[config.mk]
export PLATFORM = sky130hd
export DESIGN_NAME = melody_sequencer
export DESIGN_NICKNAME = d
export VERILOG_FILES = /design/src/rtl/melody_sequencer.sv
export SDC_FILE = /design/constraint.sdc
export NUM_CORES = 1
export LEC_CHECK = 0
export BUFFER_PORTS_ARGS = -buffer_cell sky130_fd_sc_hd__buf_2
export CAP_MARGIN = 20
export CORE_UTILIZATION = 50
export CTS_BUF_LIST = sky130_fd_sc_hd__clkbuf_8
export CTS_CLUSTER_SIZE = 10
export DETAILED_ROUTE_END_ITERATION = 8
export GPL_TIMING_DRIVEN = 0
export PLACE_DENSITY = 0.66
export SLEW_MARGIN = 10
export SYNTH_ARGS = -nofsm -noshare
export SYNTH_HDL_FRONTEND = slang
export SYNTH_SLANG_ARGS = --single-unit
[constraint.sdc]
create_clock -name clk -period 4.4 [get_ports clk]
set_input_delay 0.44 -clock clk [delete_from_list [all_inputs] [get_ports clk]]
set_output_delay 0.44 -clock clk [all_outputs]
set_load 0.005 [all_outputs]
[src/rtl/melody_sequencer.sv]
`default_nettype none
// ============================================================================
//  Module      : melody_sequencer
//  Description : Table-driven tone sequencer for the buzzer path. Plays up to
//                DEPTH notes (pitch + duration in 1 ms ticks), with an optional
//                silent gap after each note, one-shot or looping, and a
//                start/stop/busy/done handshake toward the game FSM.
//  Revision    : 1.0 - initial release
// ============================================================================
module melody_sequencer #(
  parameter  int DEPTH     = 16,
  parameter  int PITCH_W   = 32,
  parameter  int DUR_W     = 16,
  parameter  int GAP_TICKS = 0,
  localparam int ADDR_W    = $clog2(DEPTH)
) (
  input  logic               clk,
  input  logic               rst_n,
  input  logic               i_tick,
  input  logic               i_wr_en,
  input  logic [ADDR_W-1:0]  i_wr_addr,
  input  logic [PITCH_W-1:0] i_wr_pitch,
  input  logic [DUR_W-1:0]   i_wr_dur,
  input  logic [ADDR_W:0]    i_len,
  input  logic               i_loop,
  input  logic               i_start,
  input  logic               i_stop,
  output logic               o_play_en,
  output logic [PITCH_W-1:0] o_pitch,
  output logic               o_busy,
  output logic               o_done,
  output logic [ADDR_W-1:0]  o_note_idx
);

  // Tick counter must hold both a note duration and the gap length.
  localparam int c_gap_w  = (GAP_TICKS > 0) ? $clog2(GAP_TICKS + 1) : 1;
  localparam int c_tcnt_w = (DUR_W > c_gap_w) ? DUR_W : c_gap_w;

  localparam bit                  c_has_gap  = (GAP_TICKS > 0);
  localparam logic [ADDR_W:0]     c_depth    = (ADDR_W + 1)'(DEPTH);
  localparam logic [c_tcnt_w-1:0] c_gap_last = c_tcnt_w'((GAP_TICKS > 0) ? GAP_TICKS - 1 : 0);

  localparam logic [1:0] c_st_idle = 2'd0;
  localparam logic [1:0] c_st_play = 2'd1;
  localparam logic [1:0] c_st_gap  = 2'd2;

  // Note table (not reset; contents survive a reset)
  logic [PITCH_W-1:0] r_tbl_pitch [DEPTH];
  logic [DUR_W-1:0]   r_tbl_dur   [DEPTH];

  // Sequencer state
  logic [1:0]          r_state;
  logic [1:0]          w_state_nxt;
  logic [ADDR_W-1:0]   r_idx;
  logic [ADDR_W:0]     r_len;
  logic [PITCH_W-1:0]  r_cur_pitch;
  logic [DUR_W-1:0]    r_cur_dur;
  logic [c_tcnt_w-1:0] r_tcnt;

  // Registered outputs
  logic               r_play_en;
  logic [PITCH_W-1:0] r_pitch;
  logic               r_busy;
  logic               r_done;
  logic [ADDR_W-1:0]  r_note_idx;

  // Event decode
  logic                w_start_ok;
  logic                w_stop;
  logic [c_tcnt_w-1:0] w_dur_last;
  logic                w_note_end;
  logic                w_gap_end;
  logic                w_advance;
  logic                w_last;
  logic                w_finish;
  logic                w_load;
  logic [ADDR_W-1:0]   w_load_idx;
  logic [PITCH_W-1:0]  w_load_pitch;
  logic [DUR_W-1:0]    w_load_dur;

  // Next-value output terms
  logic               w_play_en_nxt;
  logic [PITCH_W-1:0] w_pitch_nxt;
  logic               w_busy_nxt;
  logic               w_done_nxt;
  logic [ADDR_W-1:0]  w_note_idx_nxt;
  logic [PITCH_W-1:0] w_pitch_src;

  // Start only from IDLE with a non-empty length; a coincident stop cancels it.
  assign w_start_ok = (r_state == c_st_idle) && i_start && !i_stop && (i_len != '0);
  assign w_stop     = (r_state != c_st_idle) && i_stop;

  // cur_dur is never 0 (0 is stored as 1), so this cannot underflow.
  assign w_dur_last = c_tcnt_w'(r_cur_dur) - c_tcnt_w'(1);

  // Boundary events are suppressed by stop so an abort always wins.
  assign w_note_end = (r_state == c_st_play) && i_tick && !i_stop && (r_tcnt == w_dur_last);
  assign w_gap_end  = (r_state == c_st_gap)  && i_tick && !i_stop && (r_tcnt == c_gap_last);
  assign w_advance  = (w_note_end && !c_has_gap) || w_gap_end;

  assign w_last     = ({1'b0, r_idx} == (r_len - (ADDR_W + 1)'(1)));
  assign w_finish   = w_advance && w_last && !i_loop;
  assign w_load     = w_start_ok || (w_advance && !w_finish);

  // Start and loop wrap both restart at entry 0.
  assign w_load_idx   = (w_start_ok || w_last) ? '0 : (r_idx + ADDR_W'(1));
  assign w_load_pitch = r_tbl_pitch[w_load_idx];
  assign w_load_dur   = r_tbl_dur[w_load_idx];

  // Table write port, open in every state
  always_ff @(posedge clk) begin
    if (i_wr_en) begin
      r_tbl_pitch[i_wr_addr] <= i_wr_pitch;
      r_tbl_dur[i_wr_addr]   <= i_wr_dur;
    end
  end

  // State register
  always_ff @(posedge clk or negedge rst_n) begin
    if (!rst_n) begin
      r_state <= c_st_idle;
    end else begin
      r_state <= w_state_nxt;
    end
  end

  // Next-state logic
  always_comb begin
    w_state_nxt = r_state;
    case (r_state)
      c_st_idle: begin
        if (w_start_ok) begin
          w_state_nxt = c_st_play;
        end
      end
      c_st_play: begin
        if (i_stop) begin
          w_state_nxt = c_st_idle;
        end else if (w_note_end) begin
          if (c_has_gap) begin
            w_state_nxt = c_st_gap;
          end else if (w_finish) begin
            w_state_nxt = c_st_idle;
          end else begin
            w_state_nxt = c_st_play;
          end
        end
      end
      c_st_gap: begin
        if (i_stop) begin
          w_state_nxt = c_st_idle;
        end else if (w_gap_end) begin
          w_state_nxt = w_finish ? c_st_idle : c_st_play;
        end
      end
      default: w_state_nxt = c_st_idle;
    endcase
  end

  // Note index, length, current note latch and tick counter
  always_ff @(posedge clk or negedge rst_n) begin
    if (!rst_n) begin
      r_idx       <= '0;
      r_len       <= '0;
      r_cur_pitch <= '0;
      r_cur_dur   <= '0;
      r_tcnt      <= '0;
    end else begin
      if (w_stop || w_finish) begin
        r_idx <= '0;
      end else if (w_load) begin
        r_idx       <= w_load_idx;
        r_cur_pitch <= w_load_pitch;
        r_cur_dur   <= (w_load_dur == '0) ? DUR_W'(1) : w_load_dur;
      end

      if (w_start_ok) begin
        r_len <= (i_len > c_depth) ? c_depth : i_len;
      end

      // Counter restarts at every note/gap boundary, so it never wraps.
      if ((r_state == c_st_idle) || w_stop || w_load || w_note_end) begin
        r_tcnt <= '0;
      end else if (i_tick) begin
        r_tcnt <= r_tcnt + c_tcnt_w'(1);
      end
    end
  end

  // Output values for the next cycle, derived from the next state
  always_comb begin
    w_pitch_src    = w_load ? w_load_pitch : r_cur_pitch;
    w_play_en_nxt  = 1'b0;
    w_pitch_nxt    = '0;
    w_busy_nxt     = (w_state_nxt != c_st_idle);
    w_done_nxt     = w_finish;
    w_note_idx_nxt = '0;
    if (w_state_nxt == c_st_play) begin
      w_play_en_nxt = (w_pitch_src != '0);
      w_pitch_nxt   = w_pitch_src;
    end
    if (w_state_nxt != c_st_idle) begin
      w_note_idx_nxt = w_load ? w_load_idx : r_idx;
    end
  end

  // Output registers
  always_ff @(posedge clk or negedge rst_n) begin
    if (!rst_n) begin
      r_play_en  <= 1'b0;
      r_pitch    <= '0;
      r_busy     <= 1'b0;
      r_done     <= 1'b0;
      r_note_idx <= '0;
    end else begin
      r_play_en  <= w_play_en_nxt;
      r_pitch    <= w_pitch_nxt;
      r_busy     <= w_busy_nxt;
      r_done     <= w_done_nxt;
      r_note_idx <= w_note_idx_nxt;
    end
  end

  assign o_play_en  = r_play_en;
  assign o_pitch    = r_pitch;
  assign o_busy     = r_busy;
  assign o_done     = r_done;
  assign o_note_idx = r_note_idx;

endmodule
`default_nettype wire

After elaboration in Yosys (flattened, before gate mapping)
Memories as Yosys holds them, arrays and structs flattened. Index checks and enable logic that the tools add are counted.

$add $sub $neg: 4. Magnitude comparators: 1. Eq/ne operators: 5. Mux-type cells: 20. Bitwise operators: 1. Reduce and logical (&&, ||, !) cells: 32.

Operators with widths (number): $mux 32 (2); $mux 16 (3); $logic_not 16->1 (2); $reduce_bool 32->1 (1); $add 16x1->16 const B (1); $eq 16x16->1 (1); $mux 4 (4); $sub 16x1->16 const B (1); $logic_and 1x1->1 (13); $mux 2 (5); $logic_or 1x1->1 (7); $pmux 2 s3 (1); $reduce_bool 2->1 (3); $eq 4x5->1 (1); $gt 5x5->1 const B (1); $mux 5 (1); $reduce_bool 5->1 (1); $sub 5x1->5 const B (1); $add 4x1->4 const B (1); $eq 2x1->1 const B (2); $mux 1 (4); $logic_not 1->1 (3); $eq 2x2->1 const B (1); $logic_not 2->1 (1); 2 further kinds (2).

Flip-flop bits (word level): 114. RAM bits: 768. Input bits: 64. Output and inout bits: 39. Logic and storage cells: 76. Memories: 2.

Memory list: r_tbl_pitch (words 16, width 32, read ports 1, clocked after Yosys merged registers in 0, wr ports 1, RTL line 48) `logic [PITCH_W-1:0] r_tbl_pitch [DEPTH];`; r_tbl_dur (words 16, width 16, read ports 1, clocked after Yosys merged registers in 0, wr ports 1, RTL line 49) `logic [DUR_W-1:0] r_tbl_dur [DEPTH];`.

Longest topological paths before layout
Gate-level depths: netlist (run 1).

Depth in word-level cells: 13. Depth in mapped cells: 15. Depth with buffers taken out: 12.

Worst setup path after synthesis (run 1)
No wires, ideal clock.

Path type: in2reg. Start point: input port i_wr_addr[3]. End point: memory r_tbl_dur[0][0] (enable). Setup time: 0.513 ns. Arrival time: 4.231 ns. Required time: 3.887 ns. Slack: -0.344 ns. Stages on the path: 2. Buffers on the path: 0. Cell sequence: or3b_2 -> nor3_1.

RTL lines: start: declaration (RTL line 21) `input logic [ADDR_W-1:0] i_wr_addr,`; end: declaration (RTL line 49).

No word-level cell before the write port.

Worst setup path in the final report (run 1)
Start point: input port i_len[0]. End point: register r_play_en, in the netlist o_play_en.

Longest elaborated chain between the ends: 8. Elaborated cells between the ends (all ways): 12. Classes of those cells: eq/ne (1); mux (5); reduce/logical (5); memory (1).

RTL lines: start: declaration (RTL line 24) `input logic [ADDR_W:0] i_len,`; $reduce_bool 5->1 (*) (RTL line 90) `assign w_start_ok = (r_state == c_st_idle) && i_start && !i_stop && (i_len != '0);`; $logic_and 1x1->1 (*) (RTL line 90); $logic_or 1x1->1 (RTL line 106) `assign w_load_idx = (w_start_ok || w_last) ? '0 : (r_idx + ADDR_W'(1));`; $mux 4 (RTL line 106); $mem_v2 16x32; $mux 32; $reduce_bool 32->1 (RTL line 199) `w_play_en_nxt = (w_pitch_src != '0);`; $mux 1 (*) (RTL line 198) `if (w_state_nxt == c_st_play) begin`; net w_play_en_nxt (RTL line 82) `logic w_play_en_nxt;`; end signal: assignment (RTL line 216) `r_play_en <= w_play_en_nxt;`; end: declaration (RTL line 61) `logic r_play_en;`.

Mark *: on every way through the listed nets, which the timed path passes. The rest lies on a longest branch. A chain may end at the register's enable or synchronous reset.

==> run summary, run 1 <==
The proportion of synthesized chip area in sequential cells came out at 73.0%. In the post-synthesis netlist, the biggest area contributors are edfxtp_1 (65%), dfrtp_1 (8.0%), mux2_2 (2.3%). The total number of nets in the final design is 2758, and the highest fanout seen on the critical path is 10. Library cell with the largest summed area after synthesis: edfxtp_1. The run gives 0.0144 ns as the worst setup margin. The min-delay analysis places its worst path in the category primary input to flip-flop. The wire-length estimate of the detail-placed layout is 79600 um. Initial DRC count: 3920. The tools report the number of H-tree branching levels as 4.

Total CTS buffers: 146. Once placement finished, the instance area stood at 0.0383 sq mm. After global routing, the most crowded layer is met2. The run finished with clean final reports.

In this run, synthesis inferred 768 flip-flops with an integrated enable. For the total number of vias, the log shows 24600. The logs give 0 for the remaining global-route overflow and 0.0144 uW for the leakage power of the design. The die boundary height works out to 268 um.

Buffer type at the clock tree root: clkbuf_8. The minimum clock period came out at 4.39 ns. The required time reported for the critical path endpoint was 5.10 ns. The worst path uses 99.7% of the clock period. After synthesis, the largest area contributor takes up 65.0% of total cell area. For the largest net degree at the start of global routing, the log shows 76. The tools report the insertion delay to the later sink of the worst-skew pair as 0.82 ns.

The final layout contains routed wiring with a total length of 119000 um. From synthesis to final layout, the design area changed by 18.3%. The number of sinks handled by clock tree synthesis is 882, and the transition time at the pin with the least slew margin is 1.26 ns.

The timing-limited maximum frequency was 0.228 GHz; the average cell area after synthesis was 15.2 sq um. The tools report the endpoint type of the worst setup path as a flip-flop. Max-cap violations in this run came to 0.

For this design the top-level I/O count stands at 103. The run gives 7 as the initial antenna violation count. Global routing consumed, on the met2 layer, 51.9% of the routing resources. During synthesis, Yosys emitted a total of 0 warnings. The first global-routing pass estimated 167000 um of wire.

The run gives 7 as the detailed-routing iteration count for the pre-antenna-repair pass. The die boundary width works out to 268 um. The share of cells above drive strength 1 is 22.1%, and the number of setup violations in the final report is 0.

The type of element launching the critical path is a primary input. In this run the deepest clock path goes through 3 buffers. At the end of routability-driven placement, the weighted congestion stood at 0.923. The via count of the first global-routing pass is 24000.

The layout has 5392 filler cells. TritonCTS built the clock tree. For met1 alone, demand over resource in global routing was 42.9%. In this run the tool buffered the top-level ports with 101 buffer cells. The average wire per cell in the routed design was 31.7 um; the total of flip-flops plus latches after synthesis was 882. The logs give 0.0701 sq mm for the standard cell core area and 5.09 ns for the data arrival at the endpoint of the critical path.

The die covers 0.0721 sq mm. Count of antenna-violating nets left after detailed routing: 0. IR analysis of the VDD net gives a maximum drop of 0.220 mV. The run gives 0 as the count of final hold-check violations. Prior to clock tree synthesis, the placed netlist has a worst setup slack of -1.36 ns. In this run the power density over the cells is 421 mW/mm^2. Post-synthesis instance area: 0.0355 sq mm. In the final layout, the multi-input gates occupy 0.00921 sq mm.

The classification of the worst setup path was primary input to flip-flop. The number of design rule violations left after detail routing was 0. In the routed layout, each cell is associated on average with a via count of 6.56. In the final layout, flip-flops and latches occupy 0.0259 sq mm. The number of rows created at floorplan is 97, and the max-slew violation count is 0.

The net count after synthesis was 2397; the post-synthesis async set-or-reset flop share was 12.9%. Across all register-to-register paths, the minimum setup slack is 0.04 ns. The netlist uses 90 different library cells. Among all flip-flop cells after synthesis, the most frequent one is edfxtp_1. The cell count after synthesis came out at 2328.

The global-route total usage across every layer came out at 33.3%. The initial standard-cell utilization of the core came out at 50.6%. The fraction of met3 tracks used by global routing came out at 10.9%. After clock tree synthesis, the clock-pin slew on the worst setup and hold paths is 0.06 ns.

The headroom to the max-slew limit was 15.8%. Clock skew on the completed layout was measured at 0.0384 ns. The finished cells cover 0.0420 sq mm.
-- registers in the layout, summed over array words and instances, names as in the netlist, 2 cells and up --
| signal | flops |
|---|---|
| r_idx | 4 |
| r_tcnt | 16 |
| r_cur_pitch | 32 |
| r_cur_dur | 16 |
| r_len | 5 |
| o_note_idx | 4 |
| r_tbl_pitch | 512 |
| r_tbl_dur | 256 |
| o_pitch | 32 |
| r_state | 2 |
-- layout by cell type, fill, tap and decap left out, types with 28 or more instances in the layout --
master / instances
mux2i_1: 34
a221oi_1: 41
clkbuf_8: 155
clkbuf_1: 50
mux2_2: 73
buf_2: 144
a21oi_1: 131
a211oi_1: 37
nor3_1: 71
nand2_1: 105
o21ai_0: 66
nor2b_1: 30
dfrtp_1: 114
a221o_1: 30
nor2_1: 148
clkbuf_2: 28
edfxtp_1: 768
dlygate4sd3_1: 57
inv_1: 71
-- per-layer routing --
metal / vias to the layer above / wire [um]
li1: 9967 / -
met1: 12300 / 43200
met2: 1953 / 54600
met3: 328 / 16100
met4: 4 / 4880
met5: - / 15
-- kinds of logic (layout without fill, tap and decap cells) --
logic type | count (synthesis) | in the layout | share of synthesized area (%)
XOR/XNOR | 42 | 42 | 1.04
other | 0 | 6 | 0
adder cells (fa/ha/maj) | 5 | 5 | 0.176
buffers and inverters | 164 | 637 | 2.11
AND/OR/NAND/NOR | 561 | 561 | 8.20
multiplexers | 126 | 126 | 4.45
AO/OA/AOI/OAI | 548 | 548 | 11.0
flip-flops | 882 | 882 | 73.0
-- final cells by class --
| cell class | instances | area share, % |
|---|---|---|
| Tap cell | 940 | 2.80 |
| Sequential cell | 882 | 61.7 |
| Multi-Input combinational cell | 1282 | 21.9 |
| Clock inverter | 105 | 1.38 |
| Antenna cell | 6 | 0.0358 |
| Timing Repair Buffer | 215 | 5.03 |
| Inverter | 11 | 0.0983 |
| Buffer | 151 | 1.95 |
| Clock buffer | 155 | 5.08 |
-- Yosys cell counts, types with 19 or more instances --
cell      count
a221o_1      30
clkbuf_1     83
nand2_1     108
xor2_1       23
buf_2        47
a31oi_1      23
and2_1       22
a221oi_1     43
nor3_1       75
o21ai_0      70
nor4_1       24
a21oi_1     134
mux2_2       73
nor2_1      162
nand3_1      26
edfxtp_1    768
xnor2_1      19
nor2b_1      30
a211oi_1     37
mux2i_1      34
dfrtp_1     114
-- power by group --
group	leakage [uW]	switching (uW)	internal, uW	total, uW
clock network	0.00160	3340	3450	6790
registers	0.00838	151	9420	9570
logic	0.00441	859	462	1320
-- worst max-delay path, cell delays in order --
cell and delay (ns):
dlygate4sd3_1 0.54, buf_2 0.13, or3_1 0.50, o31ai_4 0.57
nand2_1 0.19, nor2_1 0.46, clkbuf_1 0.90, o21ai_0 0.27
o2bb2ai_2 0.44, nor4_1 0.12, a31o_1 0.26, a41oi_1 0.24
-- worst paths after layout --
kind / start / end / cells after the start
setup reg to reg: r_idx[0] / o_play_en / 11
max in group asynchronous: rst_n / r_cur_dur[4] / 3
setup / recovery: i_len[0] / o_play_en / 12
hold reg to reg: r_cur_pitch[21] / r_cur_pitch[21] / 2
min in group asynchronous: rst_n / r_cur_pitch[1] / 2
hold / removal: i_tick / r_tcnt[0] / 3
-- repair_timing --
item | in CTS | in global routing
hold buffers | 57 | 0
gates cloned | 0 | 0
hold endpoints to repair | 746 | 0
setup buffers | 0 | 0
gates resized for setup | 72 | 36
setup endpoints to repair | 50 | 7
-- through the flow --
stage          power [uW]  hold WS (ns)  instances  setup TNS, ns  util, %
2_1_floorplan       10300         0.144       2328              0        -
3_3_place_gp        10900         0.475       3369       -1381.96     53.0
3_5_place_dp        10900         0.378       3425         -25.17     54.7
4_1_cts             17600      0.000394       3740              0     59.7
5_1_grt             18200        0.0353       3742       -0.00488     59.8
6_report            17700        0.0593       3747              0     59.9
Note: power is estimated with default switching activity, not from simulation.
==> run 2, diff against run 1 <==
--- a/config.mk
+++ b/config.mk
@@ -7,12 +7,14 @@
 export LEC_CHECK = 0
 export BUFFER_PORTS_ARGS = -buffer_cell sky130_fd_sc_hd__buf_2
 export CAP_MARGIN = 20
+export CELL_PAD_IN_SITES_DETAIL_PLACEMENT = 0
+export CELL_PAD_IN_SITES_GLOBAL_PLACEMENT = 1
 export CORE_UTILIZATION = 50
 export CTS_BUF_LIST = sky130_fd_sc_hd__clkbuf_8
 export CTS_CLUSTER_SIZE = 10
 export DETAILED_ROUTE_END_ITERATION = 8
 export GPL_TIMING_DRIVEN = 0
-export PLACE_DENSITY = 0.66
+export PLACE_DENSITY_LB_ADDON = 0.1
 export SLEW_MARGIN = 10
 export SYNTH_ARGS = -nofsm -noshare
 export SYNTH_HDL_FRONTEND = slang
==> run 2 against run 1 <==
Compared with the run above: the run now ends with setup timing left; register-to-register slack got worse by 0.04 ns; critical path type is now flip-flop to flip-flop; sequential share of layout area is 0.27 points higher; total power shrank 1.1%; worst setup slack got worse by 0.019 ns; fmax shrank 0.43%; worst hold slack worse by 0.015 ns; utilization fell by 0.26 points; first-iteration DRC count down 5.4%; clock skew is 0.0075 ns lower; sequential power barely moved; die area unchanged.
==> run summary, run 2 (synthesis gave the netlist of run 1 again) <==
The run finished, with violations left. The checks that failed: setup timing. The leading cell type in the layout, fill and taps excluded was edfxtp_1.

In this run the critical register-to-register path is captured at o_play_en. The logs give 0.0143 uW (-0.57%) for the leakage power of the design and 13100 uW (-1.4%) for the internal power component. For the combinational share of power, the log shows 7.6% (about the same). The data arrival at the endpoint of the critical path is 5.10 ns (about the same). The share of cells above drive strength 1 is 22.1% (+0.023 points), and the switching fraction of total power is 24.8% (+0.24 points). The count of final hold-check violations is 0 (unchanged), and the minimum clock period is 4.40 ns (+0.0190 ns).

The total net switching power was 4350 uW (about the same). The sequential fraction of design power came out at 54.7% (+0.6 points). The initial DRC count came out at 3710 (-5.4%). In this run the most critical hold path is launched from i_wr_pitch[13]. STA classifies the critical path startpoint as a flip-flop.

The worst hold slack across all endpoints was 0.0445 ns (-0.0147 ns); the number of H-tree branching levels was 4 (unchanged). The total instance count after detailed placement is 3431 (+0.18%). The tools report the worst clock skew as 0.0309 ns (-0.00752 ns). The path with the worst hold slack has its endpoint at r_tbl_pitch[8][13]. The setup path with the least slack is of type flip-flop to flip-flop. The clock power share came out at 37.8% (-0.6 points). The global-route total usage across every layer came out at 34.4% (+1.1 points).

The number of sinks handled by clock tree synthesis was 882 (unchanged); the initial standard-cell utilization of the core was 50.6% (unchanged). The headroom to the max-slew limit was 22.2% (+6.4 points). The peak supply drop is 0.328 mV (+49%), and the count of input and output buffers is 101 (unchanged).

For the worst-case clock buffer depth, the log shows 3 (unchanged). The logs give 97 (unchanged) for the number of rows created at floorplan and -0.005 ns (-0.04 ns) for the reg-to-reg setup timing slack. Endpoint type of the worst setup path: a flip-flop.

The tools report the max-capacitance violation count as 0 (unchanged). Register with the most flip-flops: r_tbl_pitch. The total die area is 0.0721 sq mm (unchanged), and the max-slew violation count is 0 (unchanged). The run gives 170000 um (+2.0%) as the global-route wire length before repair. The run gives 0 (unchanged) as the count of antenna-violating nets left after detailed routing. The placed wire-length estimate after detailed placement is 82600 um (+3.8%), and the total CTS buffers is 147 (+0.68%).

Setup repair after global routing could not meet its margin everywhere. The tools report the timing-limited maximum frequency as 0.227 GHz (-0.43%). TritonCTS built the clock tree.

The post-detailed-route via-to-cell ratio is 6.46 (-1.5%). The tools report the post-layout total power as 17500 uW (-1.1%). The tree is rooted in a clkbuf_8. For the number of setup violations in the final report, the log shows 1 (+1). The startpoint identified for the worst register-to-register timing path is r_idx[1]. The highest fanout seen on the critical path is 10 (unchanged), and the initial antenna violation count is 8 (+1). The total number of nets in the final design is 2751 (-0.25%). The die boundary height is 268 um (unchanged).

The final clock period utilization by the worst path works out to 100% (+0.43 points). In the layout the commonest cells are edfxtp_1 (768), clkbuf_8 (152), nor2_1 (148), buf_2 (146), a21oi_1 (131). The power per cell area was 418 mW/mm^2 (-0.63%); the count of cells along the worst register-to-register path was 12 (+1). The I/O pin count is 103 (unchanged). The average wire per cell in the routed design works out to 32.8 um (+3.5%). The class of the tightest hold or removal check was primary input to flip-flop. Relative to the synthesized area, the layout overhead comes to 17.8%. The flip-flop count of the largest register, all copies and words added is 512 (unchanged), and the die boundary width is 268 um (unchanged). The remaining global-route overflow was 0 (unchanged); the required time reported for the critical path endpoint was 5.10 ns (about the same). For the worst setup margin, the log shows -0.00460 ns (-0.0190 ns). The total routed wirelength is 122000 um (+3.1%).

The number of design rule violations left after detail routing came out at 0 (unchanged). The largest registers in the layout are r_tbl_pitch x512, r_tbl_dur x256. The transition time at the pin with the least slew margin works out to 1.17 ns (-0.0957 ns). The via count of the first global-routing pass came out at 23300 (-3.2%). Cell depth of the worst min-delay path: 1 (-2).

The clock input transition at the sequential cells of the worst setup and hold paths is 0.06 ns (about the same). The detailed-routing iteration count for the pre-antenna-repair pass was 8 (+1); the insertion delay to the later sink of the worst-skew pair was 0.80 ns (-0.02 ns). The count of filler cells inserted in the layout was 5506 (+2.1%); the total number of vias was 24100 (-1.9%).

The tools report the standard cell core area as 0.0701 sq mm (unchanged). The logs give 3732 (-0.40%) for the final cell count without fillers and 0.874 (-5.3%) for the final RePlAce weighted congestion. The final cell utilization of the core is 59.6% (-0.26 points), and the largest net degree at the start of global routing is 73 (-3.9%).
run 2: cell count changes in the layout (fill, tap and decap cells not counted), sizes merged, moves of 3 or more:
cell,previous run,this run
buf,217,224
clkdlybuf4s15,7,4
dlygate4sd3,57,44
clkinv,29,40
inv,79,71
diode,6,3
run 2: worst max path at each step:
stage,startpoint,endpoint,cells after the start
after floorplan,i_wr_en,r_tbl_dur[12][0],2
after global placement,i_wr_en,r_tbl_dur[12][6],3
after detailed placement,r_idx[1],o_play_en,10
after CTS,r_len[0],o_play_en,14
after global routing,r_idx[1],o_play_en,12
final,r_idx[1],o_play_en,12
run 2: worst max-delay path: stages (launching register included):
cell	delay [ns]
dfrtp_1	0.49
ha_1	0.28
xor2_2	0.51
clkbuf_1	0.91
buf_1	0.51
buf_6	0.28
a221oi_1	0.08
nor2_1	0.13
a21oi_1	0.07
o32ai_2	0.37
nor4_1	0.13
a31o_1	0.28
a41oi_1	0.25
run 2: final cells by class:
| class | instances | area, sq um | area share (%) |
|---|---|---|---|
| well taps | 940 | 1180 | 2.81 |
| repair buffers | 209 | 2110 | 5.06 |
| multi-input cells | 1282 | 9150 | 21.9 |
| clock buffers | 152 | 2090 | 5.00 |
| diodes | 3 | 7.51 | 0.0180 |
| clock inverters | 104 | 519 | 1.24 |
| plain buffers | 149 | 792 | 1.89 |
| inverters | 11 | 41.3 | 0.0988 |
| flip-flops and latches | 882 | 25900 | 62.0 |
run 2: routing by layer:
metal | part of all wire [%] | vias up | routed length [um] | global-route usage [%]
li1 | - | 9955 | - | -
met1 | 37 | 12200 | 45800 | 45.5
met2 | 46 | 1685 | 56200 | 53.6
met3 | 13 | 260 | 16200 | 10.9
met4 | 3.5 | 2 | 4270 | 12.3
met5 | 0.017 | - | 21 | 0
run 2: power groups by stage:
stage	clock (uW)	combinational, uW	sequential [uW]
2_1_floorplan	0	642	9710
4_1_cts	6640	1300	9560
3_5_place_dp	0	1250	9730
5_1_grt	6990	1410	9590
6_report	6610	1320	9560
3_3_place_gp	0	1170	9730
run 2: what timing repair did:
action | in CTS | in global routing
setup endpoints to repair | 58 | 4
hold buffers | 44 | 0
buffers inserted | 1 | 0
endpoints found under the hold margin | 568 | 0
gates cloned | 0 | 0
gates resized for setup | 69 | 39
pin swaps | 1 | 0
run 2: stage by stage:
stage                     cell area, sq um  setup TNS [ns]  setup WS [ns]
after global placement               37200        -1508.48          -4.87
after floorplan                      35500               0         0.0335
after CTS                            41700               0        0.00945
after detailed placement             38500          -35.39          -1.45
final                                41800        -0.00460       -0.00460
after global routing                 41800        -0.00882       -0.00882
